**src/rtl/nes_video_timing_pkg.sv**
```systemverilog
// Shared types and constants for the NES video timing path.
package nes_video_pkg;

  typedef enum logic [1:0] {
    REGION_NTSC     = 2'd0,
    REGION_PAL      = 2'd1,
    REGION_DENDY    = 2'd2,
    REGION_NTSC_ALT = 2'd3
  } region_t;

  typedef enum logic [1:0] {
    SYNCED  = 2'd0,
    MISSING = 2'd1,
    FREE    = 2'd2
  } sync_state_t;

  localparam logic [8:0] V_TOTAL_NTSC   = 9'd262;
  localparam logic [8:0] V_TOTAL_PAL    = 9'd312;
  localparam logic [8:0] PPU_PRERENDER  = 9'd511;
  localparam logic [9:0] VBL_FIRST_LINE = 10'd240;

  // PAL and Dendy share the 312-line frame; code 3 falls back to NTSC.
  function automatic logic [8:0] v_total(input region_t r);
    return (r == REGION_PAL || r == REGION_DENDY) ? V_TOTAL_PAL : V_TOTAL_NTSC;
  endfunction

endpackage

```
**src/rtl/nes_video_timing_if.sv**
```systemverilog
// PPU-side inputs and video-side timing outputs of the timing block.
interface nes_video_timing_if;
  import nes_video_pkg::*;

  region_t    region;
  logic       crop_en;
  logic [8:0] count_h;
  logic [8:0] count_v;

  logic       ce_pix;
  logic       ce_pix_n;
  logic [9:0] hc;
  logic [9:0] vc;
  logic       is_padding;
  logic       hblank;
  logic       vblank;
  logic       hsync;
  logic       vsync;
  logic       free_run;

  modport master (
    output region, crop_en, count_h, count_v,
    input  ce_pix, ce_pix_n, hc, vc, is_padding, hblank, vblank, hsync, vsync, free_run
  );

  modport slave (
    input  region, crop_en, count_h, count_v,
    output ce_pix, ce_pix_n, hc, vc, is_padding, hblank, vblank, hsync, vsync, free_run
  );

endinterface

```
**src/rtl/nes_video_timing_ce_div.sv**
```systemverilog
// Pixel clock-enable divider: one ce_pix and one mid-pixel ce_pix_n per CE_DIV clocks.
module nes_pix_ce_div #(
  parameter int CE_DIV = 4
) (
  input  logic clk,
  input  logic reset,
  output logic ce_pix_o,
  output logic ce_pix_n_o
);
  localparam int CNT_W = $clog2(CE_DIV);
  localparam logic [CNT_W-1:0] CNT_LAST = CNT_W'(CE_DIV - 1);
  localparam logic [CNT_W-1:0] CNT_MID  = CNT_W'(CE_DIV / 2);

  logic [CNT_W-1:0] cnt_q, cnt_d;
  logic             ce_pix_q, ce_pix_n_q;

  // Next divider count, wrapping at CE_DIV-1.
  always_comb begin
    cnt_d = (cnt_q == CNT_LAST) ? '0 : cnt_q + CNT_W'(1);
  end

  // Strobes come from the next count so each is high in the cycle cnt holds that value.
  always_ff @(posedge clk) begin
    if (reset) begin
      cnt_q      <= '0;
      ce_pix_q   <= 1'b0;
      ce_pix_n_q <= 1'b0;
    end else begin
      cnt_q      <= cnt_d;
      ce_pix_q   <= (cnt_d == '0);
      ce_pix_n_q <= (cnt_d == CNT_MID);
    end
  end

  assign ce_pix_o   = ce_pix_q;
  assign ce_pix_n_o = ce_pix_n_q;

endmodule

```
**src/rtl/nes_video_timing.sv**
```systemverilog
// NES video timing: PPU-locked H/V position with free-run fallback, blanks, syncs, crop.
//
//  state   | meaning
//  SYNCED  | PPU frame wraps arriving, miss count 0
//  MISSING | internal frame wrapped without a PPU wrap, counting misses
//  FREE    | FREE_FRAMES misses seen; hc/vc come from the internal counters
module nes_video_timing
  import nes_video_pkg::*;
#(
  parameter int CE_DIV      = 4,
  parameter int H_TOTAL     = 341,
  parameter int H_ACTIVE    = 256,
  parameter int HBL_START   = 268,
  parameter int HBL_END     = 328,
  parameter int HS_START    = 278,
  parameter int HS_LEN      = 25,
  parameter int VS_START    = 244,
  parameter int VS_LEN      = 3,
  parameter int FREE_FRAMES = 3,
  parameter int CROP_H      = 10,
  parameter int CROP_V      = 8
) (
  input logic               clk,
  input logic               reset,
  nes_video_timing_if.slave vid
);
  localparam int MISS_W = $clog2(FREE_FRAMES + 1);
  localparam logic [MISS_W-1:0] MISS_MAX = MISS_W'(FREE_FRAMES);
  localparam logic [8:0] H_LAST     = 9'(H_TOTAL - 1);
  localparam logic [9:0] H_ACT      = 10'(H_ACTIVE);
  localparam logic [9:0] HBL_S      = 10'(HBL_START);
  localparam logic [9:0] HBL_E      = 10'(HBL_END);
  localparam logic [9:0] HBL_CROP_S = 10'(HBL_START - CROP_H);
  localparam logic [9:0] HBL_CROP_E = 10'(HBL_END + CROP_H - 1);
  localparam logic [9:0] HS_S       = 10'(HS_START);
  localparam logic [9:0] HS_E       = 10'(HS_START + HS_LEN - 1);
  localparam logic [9:0] VS_S       = 10'(VS_START);
  localparam logic [9:0] VS_E       = 10'(VS_START + VS_LEN - 1);
  localparam logic [9:0] VBL_CROP_T = 10'(CROP_V - 1);
  localparam logic [9:0] VBL_CROP_B = 10'(240 - CROP_V - 2);
  localparam logic [9:0] PRERENDER  = 10'(PPU_PRERENDER);

  logic              ce_pix, ce_pix_n;
  sync_state_t       state_q, state_d;
  logic [8:0]        h_q, h_d, v_q, v_d;
  logic [8:0]        old_v_q, old_v_d;
  logic [8:0]        vtot_q, vtot_d;
  logic [MISS_W-1:0] miss_q, miss_d;
  logic              ppu_wrap;
  logic [9:0]        hc, vc;
  logic              hblank_q, hblank_d, vblank_q, vblank_d;
  logic              hsync_q, hsync_d, vsync_q, vsync_d;

  nes_pix_ce_div #(.CE_DIV(CE_DIV)) u_ce_div (
    .clk        (clk),
    .reset      (reset),
    .ce_pix_o   (ce_pix),
    .ce_pix_n_o (ce_pix_n)
  );

  assign ppu_wrap = (old_v_q == PPU_PRERENDER) && (vid.count_v == 9'd0);
  assign hc = (state_q == FREE) ? {1'b0, h_q} : {1'b0, vid.count_h};
  assign vc = (state_q == FREE) ? {1'b0, v_q} : {1'b0, vid.count_v};

  // Sync state and internal position registers.
  always_ff @(posedge clk) begin
    if (reset) begin
      state_q <= SYNCED;
      h_q     <= '0;
      v_q     <= '0;
      old_v_q <= '0;
      miss_q  <= '0;
      vtot_q  <= v_total(vid.region);
    end else begin
      state_q <= state_d;
      h_q     <= h_d;
      v_q     <= v_d;
      old_v_q <= old_v_d;
      miss_q  <= miss_d;
      vtot_q  <= vtot_d;
    end
  end

  // Advance on each mid-pixel strobe; a PPU wrap overrides everything, region latches at frame wraps.
  always_comb begin
    state_d = state_q;
    h_d     = h_q;
    v_d     = v_q;
    old_v_d = old_v_q;
    miss_d  = miss_q;
    vtot_d  = vtot_q;
    if (ce_pix_n) begin
      old_v_d = vid.count_v;
      if (ppu_wrap) begin
        h_d     = '0;
        v_d     = '0;
        miss_d  = '0;
        vtot_d  = v_total(vid.region);
        state_d = SYNCED;
      end else if (h_q == H_LAST) begin
        h_d = '0;
        if (v_q == vtot_q - 9'd1) begin
          v_d    = '0;
          vtot_d = v_total(vid.region);
          if (miss_q != MISS_MAX) miss_d = miss_q + MISS_W'(1);
          if (miss_d == MISS_MAX) state_d = FREE;
          else if (state_q == SYNCED) state_d = MISSING;
        end else begin
          v_d = v_q + 9'd1;
        end
      end else begin
        h_d = h_q + 9'd1;
      end
    end
  end

  // Blank and sync decode of the effective position.
  always_comb begin
    hblank_d = 1'b0;
    vblank_d = 1'b0;
    if (vid.crop_en) begin
      hblank_d = (hc >= HBL_CROP_S) && (hc <= HBL_CROP_E);
      vblank_d = (vc > VBL_CROP_B) || (vc < VBL_CROP_T);
    end else begin
      hblank_d = (hc >= HBL_S) && (hc <= HBL_E);
      vblank_d = ((vc >= VBL_FIRST_LINE) || ((vc == VBL_FIRST_LINE - 10'd1) && (hc > HBL_E)))
              && ((vc < PRERENDER) || ((vc == PRERENDER) && (hc <= HBL_E)));
    end
    hsync_d = (hc >= HS_S) && (hc <= HS_E);
    vsync_d = (vc >= VS_S) && (vc <= VS_E);
  end

  // Timing outputs update once per pixel.
  always_ff @(posedge clk) begin
    if (reset) begin
      hblank_q <= 1'b0;
      vblank_q <= 1'b0;
      hsync_q  <= 1'b0;
      vsync_q  <= 1'b0;
    end else if (ce_pix) begin
      hblank_q <= hblank_d;
      vblank_q <= vblank_d;
      hsync_q  <= hsync_d;
      vsync_q  <= vsync_d;
    end
  end

  assign vid.ce_pix     = ce_pix;
  assign vid.ce_pix_n   = ce_pix_n;
  assign vid.hc         = hc;
  assign vid.vc         = vc;
  assign vid.is_padding = (hc >= H_ACT);
  assign vid.hblank     = hblank_q;
  assign vid.vblank     = vblank_q;
  assign vid.hsync      = hsync_q;
  assign vid.vsync      = vsync_q;
  assign vid.free_run   = (state_q == FREE);

endmodule
```
**src/flat_wrapper.sv**
```systemverilog
// flat-port wrapper written by rule: the top's interface ports become plain ports
module nes_video_timing_flat import nes_video_pkg::*;
#(
  parameter int CE_DIV      = 4,
  parameter int H_TOTAL     = 341,
  parameter int H_ACTIVE    = 256,
  parameter int HBL_START   = 268,
  parameter int HBL_END     = 328,
  parameter int HS_START    = 278,
  parameter int HS_LEN      = 25,
  parameter int VS_START    = 244,
  parameter int VS_LEN      = 3,
  parameter int FREE_FRAMES = 3,
  parameter int CROP_H      = 10,
  parameter int CROP_V      = 8
)
  (clk, reset, vid_region, vid_crop_en, vid_count_h, vid_count_v, vid_ce_pix, vid_ce_pix_n, vid_hc, vid_vc, vid_is_padding, vid_hblank, vid_vblank, vid_hsync, vid_vsync, vid_free_run);
  nes_video_timing_if vid_i ();
  input logic clk;
  input logic reset;
  input wire logic [$bits(vid_i.region)-1:0] vid_region;
  input wire logic [$bits(vid_i.crop_en)-1:0] vid_crop_en;
  input wire logic [$bits(vid_i.count_h)-1:0] vid_count_h;
  input wire logic [$bits(vid_i.count_v)-1:0] vid_count_v;
  output wire logic [$bits(vid_i.ce_pix)-1:0] vid_ce_pix;
  output wire logic [$bits(vid_i.ce_pix_n)-1:0] vid_ce_pix_n;
  output wire logic [$bits(vid_i.hc)-1:0] vid_hc;
  output wire logic [$bits(vid_i.vc)-1:0] vid_vc;
  output wire logic [$bits(vid_i.is_padding)-1:0] vid_is_padding;
  output wire logic [$bits(vid_i.hblank)-1:0] vid_hblank;
  output wire logic [$bits(vid_i.vblank)-1:0] vid_vblank;
  output wire logic [$bits(vid_i.hsync)-1:0] vid_hsync;
  output wire logic [$bits(vid_i.vsync)-1:0] vid_vsync;
  output wire logic [$bits(vid_i.free_run)-1:0] vid_free_run;
  assign vid_i.region = vid_region;
  assign vid_i.crop_en = vid_crop_en;
  assign vid_i.count_h = vid_count_h;
  assign vid_i.count_v = vid_count_v;
  assign vid_ce_pix = vid_i.ce_pix;
  assign vid_ce_pix_n = vid_i.ce_pix_n;
  assign vid_hc = vid_i.hc;
  assign vid_vc = vid_i.vc;
  assign vid_is_padding = vid_i.is_padding;
  assign vid_hblank = vid_i.hblank;
  assign vid_vblank = vid_i.vblank;
  assign vid_hsync = vid_i.hsync;
  assign vid_vsync = vid_i.vsync;
  assign vid_free_run = vid_i.free_run;
  nes_video_timing #(.CE_DIV(CE_DIV), .H_TOTAL(H_TOTAL), .H_ACTIVE(H_ACTIVE), .HBL_START(HBL_START), .HBL_END(HBL_END), .HS_START(HS_START), .HS_LEN(HS_LEN), .VS_START(VS_START), .VS_LEN(VS_LEN), .FREE_FRAMES(FREE_FRAMES), .CROP_H(CROP_H), .CROP_V(CROP_V)) u_core (.clk(clk), .reset(reset), .vid(vid_i));
endmodule
```
**config.mk**
```make
export PLATFORM = sky130hd
export DESIGN_NAME = nes_video_timing_flat
export DESIGN_NICKNAME = d
export VERILOG_FILES = /design/src/rtl/nes_video_timing_pkg.sv /design/src/rtl/nes_video_timing_if.sv /design/src/rtl/nes_video_timing_ce_div.sv /design/src/rtl/nes_video_timing.sv /design/src/flat_wrapper.sv
export SDC_FILE = /design/constraint.sdc
export NUM_CORES = 1
export LEC_CHECK = 0
export BUFFER_PORTS_ARGS = -buffer_cell sky130_fd_sc_hd__clkbuf_2
export CAP_MARGIN = 15
export CORE_ASPECT_RATIO = 0.9
export CORE_MARGIN = 2
export CORE_UTILIZATION = 40
export DETAILED_ROUTE_END_ITERATION = 10
export HOLD_SLACK_MARGIN = 0.06
export PLACE_DENSITY_LB_ADDON = 0.3
export SYNTH_ARGS = -nofsm -noshare
export SYNTH_HDL_FRONTEND = slang
export SYNTH_HIERARCHICAL = 1
export SYNTH_SLANG_ARGS = --single-unit
export TNS_END_PERCENT = 100
```
**constraint.sdc**
```tcl
create_clock -name clk -period 5.83 [get_ports clk]
set_clock_uncertainty 0.1 [all_clocks]
set_input_delay 1.166 -clock clk [delete_from_list [all_inputs] [get_ports clk]]
set_output_delay 1.166 -clock clk [all_outputs]
set_load 0.02 [all_outputs]
```
==> results of run 1 <==
-- registers in the layout, indices dropped and copies added, names as in the netlist, 2 cells and up --
name                   cells
u_core/h_q                 9
u_core/miss_q              2
u_core/old_v_q             9
u_core/state_q             2
u_core/u_ce_div/cnt_q      2
u_core/v_q                 9
u_core/vtot_q              2
-- cell type report --
class | instances | area [um^2]
Sequential cell | 41 | 841
Clock inverter | 3 | 22.5
Tap cell | 87 | 109
Fill cell | 627 | 3230
Clock buffer | 5 | 68.8
Timing Repair Buffer | 49 | 248
Multi-Input combinational cell | 254 | 1600
Inverter | 15 | 56.3
-- worst max-delay path, delay by kind of cell (launching register included) --
family | cells | cell delay (ps)
buffers and inverters | 4 | 1080
DFF | 1 | 390
and+or+nand+nor | 1 | 70
muxes | 1 | 420
-- kinds of logic (layout without fill, tap and decap cells) --
logic type | Yosys count | after routing | synth area share
XOR/XNOR | 15 | 15 | 0.0508
adder cells (fa/ha/maj) | 8 | 8 | 0.0387
other | 1 | 2 | 0.00145
multiplexers | 29 | 29 | 0.116
AO/OA/AOI/OAI | 39 | 39 | 0.106
AND/OR/NAND/NOR | 161 | 161 | 0.306
flip-flops | 41 | 41 | 0.325
buffers and inverters | 33 | 72 | 0.0561
-- power groups by stage --
stage	combinational, mW	sequential [mW]	clock [mW]
6_report	0.0818	0.301	0.186
5_1_grt	0.0925	0.303	0.205
4_1_cts	0.0820	0.301	0.192
3_5_place_dp	0.0818	0.308	0
3_3_place_gp	0.0814	0.307	0
2_1_floorplan	0.0556	0.304	0
-- layout by cell type (no fill, tap or decap), drive strengths merged, types with 3 or more instances in the layout --
cell type | Yosys | routed
o22ai | 3 | 3
or3 | 4 | 4
o21ai | 8 | 8
nand4 | 9 | 9
and3 | 5 | 5
a31oi | 3 | 3
clkinv | 0 | 3
mux2i | 22 | 22
nand3 | 8 | 8
nor2 | 43 | 43
nor3 | 15 | 15
dfxtp | 39 | 39
xor2 | 13 | 13
nor4 | 3 | 3
a21oi | 10 | 10
clkbuf | 11 | 53
nand2 | 54 | 54
and2 | 3 | 3
mux2 | 7 | 7
inv | 15 | 15
nor2b | 3 | 3
nor4b | 3 | 3
ha | 8 | 8
-- per-stage QoR --
step                hold WS [ps]  setup WS [ps]  area (um^2)  power, mW
finish                       369           2320         2950      0.569
CTS                          369           2320         2950      0.575
global placement             343           2590         2860      0.389
floorplan                    352           2830         2590      0.359
detailed placement           351           2500         2860      0.389
global route                 402           2080         2950      0.601
-- routing by layer --
layer,vias to the layer above,track usage,share of wire
li1,1212,-,-
met1,1151,0.303,0.50
met5,-,0,0
met4,0,0.0409,0.0066
met3,4,0.0462,0.063
met2,65,0.284,0.43
-- worst paths after layout --
check                                 start                        endpoint  slack (ps)  depth (start not counted)
max          u_core/state_q[1]$_SDFFE_PP0P_                       vid_vc[8]        2320                          6
min reg2reg   u_core/vid.hsync$_SDFFE_PP0P_   u_core/vid.hsync$_SDFFE_PP0P_         370                          2
min           u_core/vid.hsync$_SDFFE_PP0P_   u_core/vid.hsync$_SDFFE_PP0P_         370                          2
max reg2reg  u_core/state_q[1]$_SDFFE_PP0P_  u_core/vid.vblank$_SDFFE_PP0P_        3180                          8
==> metrics.txt, run 1 <==
first-pass GRT wire length 11200 um; Lkg Pwr 1.30 nW; post-synthesis register bit count between 40 and 50; Worst Hold Class reg2reg; Vias/cell between 5 and 6; P_sw 161 uW; placed insts 446; clock transition at the registers of the reported paths 80 ps; total global-route track usage 0.199; top-area cell type share of the netlist area 0.302; share of cells above drive strength 1 0.196; Total Wirelength 6480 um; Worst VDD drop between 0.1 and 0.15 mV; Die H 80.3 um; Slew Viols, Final 0; Post-synth EDFFs 2; power share of the combinational group 0.144; # port buffers 48; Finished Layout Cells 454; slew margin rel. 0.360; Distinct cells, synth 53; drt pass-1 iters 4; Core Region 6180 um^2; Crit. End Element output port; dominant cell type by area after synthesis dfxtp_1; Initial Util 0.418; critical path fanouts, max 29; mapped cell area about 2600 um^2; fin nets 397; die area 7130 um^2; later-pin clock latency in the skew report around 290 ps; GPL Wtd Cong 0.908; CTS HTree Levels 2; # diodes 0; ys flop type dfxtp_1; Clock Sinks 41; # Max-Cap Violations 0; Ys Warns 6; Post-Route Utilization 0.477; Arr. time, crit path 2240 ps; DIE WIDTH about 90 um; Root Driver clkbuf_8; gr ovfl total 0; Synth Instances about 330; # rows 27; top cells by area, synth dfxtp_1 (30%), mux2i_1 (8.5%), nand2_1 (7.8%), nor2_1 (6.1%), xor2_1 (4.4%); vias in the first global route 2302; cts repair resizes 0; Critical Path Slowest Stage Cell inv_1; fin crit share 0.602; async set-reset flop share out of synthesis 0; Longest Clk Path Bufs 2; Clock power frac 0.327; Detailed Route Iter0 Violations 124; mean post-synth cell area approximately 7.9 um^2; Final Critical Period 3510 ps; CTS tree yes; most numerous cell on the critical path inv_1; Worst setup SP type register; I/O pin count between 50 and 60; Final setup viols 0; drc violations 0; setup_tns 0 ps; largest net degree at the start of global routing 30; Worst Path Required 4560 ps; Power Dens Cells 193 nW/um^2; wire per inst 14.3 um; Post-CTS Hold Buffers 0; Worst Tran Pin Value roughly 960 ps; number of routed nets with antenna violations 0; Max Clk Rate 285 MHz; RSZ-0062 raised after global routing no; crit path kind reg2out; Sw Share 0.284; synth cell count leaders nand2_1 (54), nor2_1 (42), dfxtp_1 (39); initial antenna violation count 0; run status complete, no violations; crit-path cells nand2b_1 -> buf_4 -> inv_1 -> mux2i_1 -> inv_1 -> clkbuf_2; Seq pwr share 0.529; Critical Path Max Stage Delay approximately 560 ps; top-count cell post-synth nand2_1; Final Hold Fails 0; Seq/Total Area, Yosys 0.325; via count 2432; post-DP HPWL 5010 um; Synth-to-Final Area Change 14.0%; Int Power 407 uW; CTS buffer count 5; setup bufs post-CTS 0
No activity file was read; power rests on OpenSTA's default activity.
==> run 2, diff against run 1 <==
==> constraint.sdc (replaced) <==
create_clock -name clk -period 3.67 [get_ports clk]
set_clock_uncertainty 0.1 [all_clocks]
set_input_delay 0.734 -clock clk [delete_from_list [all_inputs] [get_ports clk]]
set_output_delay 0.734 -clock clk [all_outputs]
set_load 0.02 [all_outputs]
==> run 2 against run 1 <==
Global-route usage fell by 0.69 points. Count of clock-buffer cells in the layout increased by 1. Register-to-register slack got worse by 2000 ps. Final area up 0.17%. Routed wire length up 2.5%. Critical path depth fell by 1. Critical endpoint unchanged. Non-clock buffer count up 1. Sequential share of layout area about the same. Sequential power is 57% higher. Final cell count is the same. Utilization grew 0.081 points.
==> metrics.txt, run 2 (synthesis results as in run 1) <==
most common cell after layout, fill and taps aside nand2_1; via count between 2000 and 2500; # Max-Cap Violations 0; GPL Wtd Cong around 0.93; drt pass-1 iters 4; Final Critical Period between 2000 and 3000 ps; crit path kind reg2out; Vias/cell 5.33; Worst Path Required 2840 ps; first-pass GRT wire length between 10000 and 15000 um; I/O pin count 51; Core Region slightly above 6000 um^2; Worst Hold Class reg2reg; cts repair resizes 0; most numerous cell on the critical path inv_1; CTS buffer count 5; CTS tree yes; fin crit share 0.769; Tot Pwr approximately 920 uW; die area 7130 um^2; Worst Tran Pin Value just under 700 ps; Critical Path Slowest Stage Cell inv_1; Die H 80.3 um; post-DP HPWL 5020 um; Worst setup SP type register; fin nets 398; later-pin clock latency in the skew report approximately 300 ps; wire per inst between 10 and 15 um; setup_tns 0 ps; number of routed nets with antenna violations 0; Critical Path Max Stage Delay 520 ps; # diodes 0; CTS HTree Levels 2; gr ovfl total 0; Power Dens Cells 311 nW/um^2; Worst VDD drop 0.178 mV; share of cells above drive strength 1 0.196; critical path fanouts, max 21; crit-path cells nand2b_1 -> inv_1 -> mux2i_1 -> inv_1 -> clkbuf_2; Total Wirelength 6640 um; run status complete, no violations; largest net degree at the start of global routing 30; clock transition at the registers of the reported paths 80 ps; vias in the first global route 2155; Final setup viols 0; Longest Clk Path Bufs 2; Synth-to-Final Area Change 14.2%; top flop regs u_core/h_q: 9 flops, u_core/old_v_q: 9 flops, u_core/v_q: 9 flops; Arr. time, crit path 1990 ps; Clock Sinks between 40 and 50; slew margin rel. 0.539; DIE WIDTH 88.8 um; Lkg Pwr 1.31 nW; Max Clk Rate between 300 and 400 MHz; Root Driver clkbuf_8; # rows 27; Initial Util 0.418; Detailed Route Iter0 Violations 174; RSZ-0062 raised after global routing no; Final Hold Fails 0; most frequent cells in the layout nand2_1 (54), clkbuf_2 (48), nor2_1 (42); drc violations 0; Crit. End Element output port; # port buffers 48; total global-route track usage 0.192; Slew Viols, Final 0; initial antenna violation count 0; Post-CTS Hold Buffers 0; setup bufs post-CTS 0
-- run 2: changes by cell type in the layout (fill, tap and decap cells not counted), sizes merged --
cell,delta
clkinv,-3
buf,+1
inv,+1
clkbuf,+1
-- run 2: final cells by class --
cell class                 count  area (um^2)
clock buffer                   6         82.6
clock inverter                 1         6.26
fill                         634         3230
inverter                      15         56.3
multi-input combinational    254         1600
sequential                    41          841
tap                           87          109
timing repair buffer          50          255
-- run 2: power breakdown --
| group | internal [mW] | switching, mW |
|---|---|---|
| combinational | 0.0511 | 0.0853 |
| sequential | 0.462 | 0.0125 |
| clock | 0.149 | 0.160 |
| total | 0.662 | 0.258 |
-- run 2: path summary, 6_finish.rpt --
path / start / endpoint / slack [ps] / cells after the start
hold reg to reg: u_core/vid.hsync$_SDFFE_PP0P_ / u_core/vid.hsync$_SDFFE_PP0P_ / 360 / 2
setup / recovery: u_core/state_q[0]$_SDFFE_PP0P_ / vid_vc[8] / 850 / 5
hold / removal: u_core/vid.hsync$_SDFFE_PP0P_ / u_core/vid.hsync$_SDFFE_PP0P_ / 360 / 2
setup reg to reg: u_core/state_q[0]$_SDFFE_PP0P_ / u_core/vid.vblank$_SDFFE_PP0P_ / 1190 / 7
-- run 2: worst max-delay path, delay by kind of cell (launching register included) --
family                 cells  cell delay (ps)
and+or+nand+nor            1              160
muxes                      1              400
buffers and inverters      3              770
DFF                        1              340
-- run 2: through the flow --
stage               utilization  std cells  area, um^2  setup slack [ps]  hold slack [ps]
floorplan                     -        328        2590              1210              352
global placement          0.463        447        2870               881              348
detailed placement        0.463        447        2870               846              350
CTS                       0.478        454        2950               842              368
global route              0.478        454        2950               705              406
finish                    0.478        454        2950               847              365
-- run 2: per-layer routing --
metal,global-route usage,wire (um),vias to the layer above
met4,0.0500,78,0
met3,0.0401,407,9
met1,0.292,3380,1129
met2,0.272,2780,71
li1,-,-,1209
met5,0,0,-
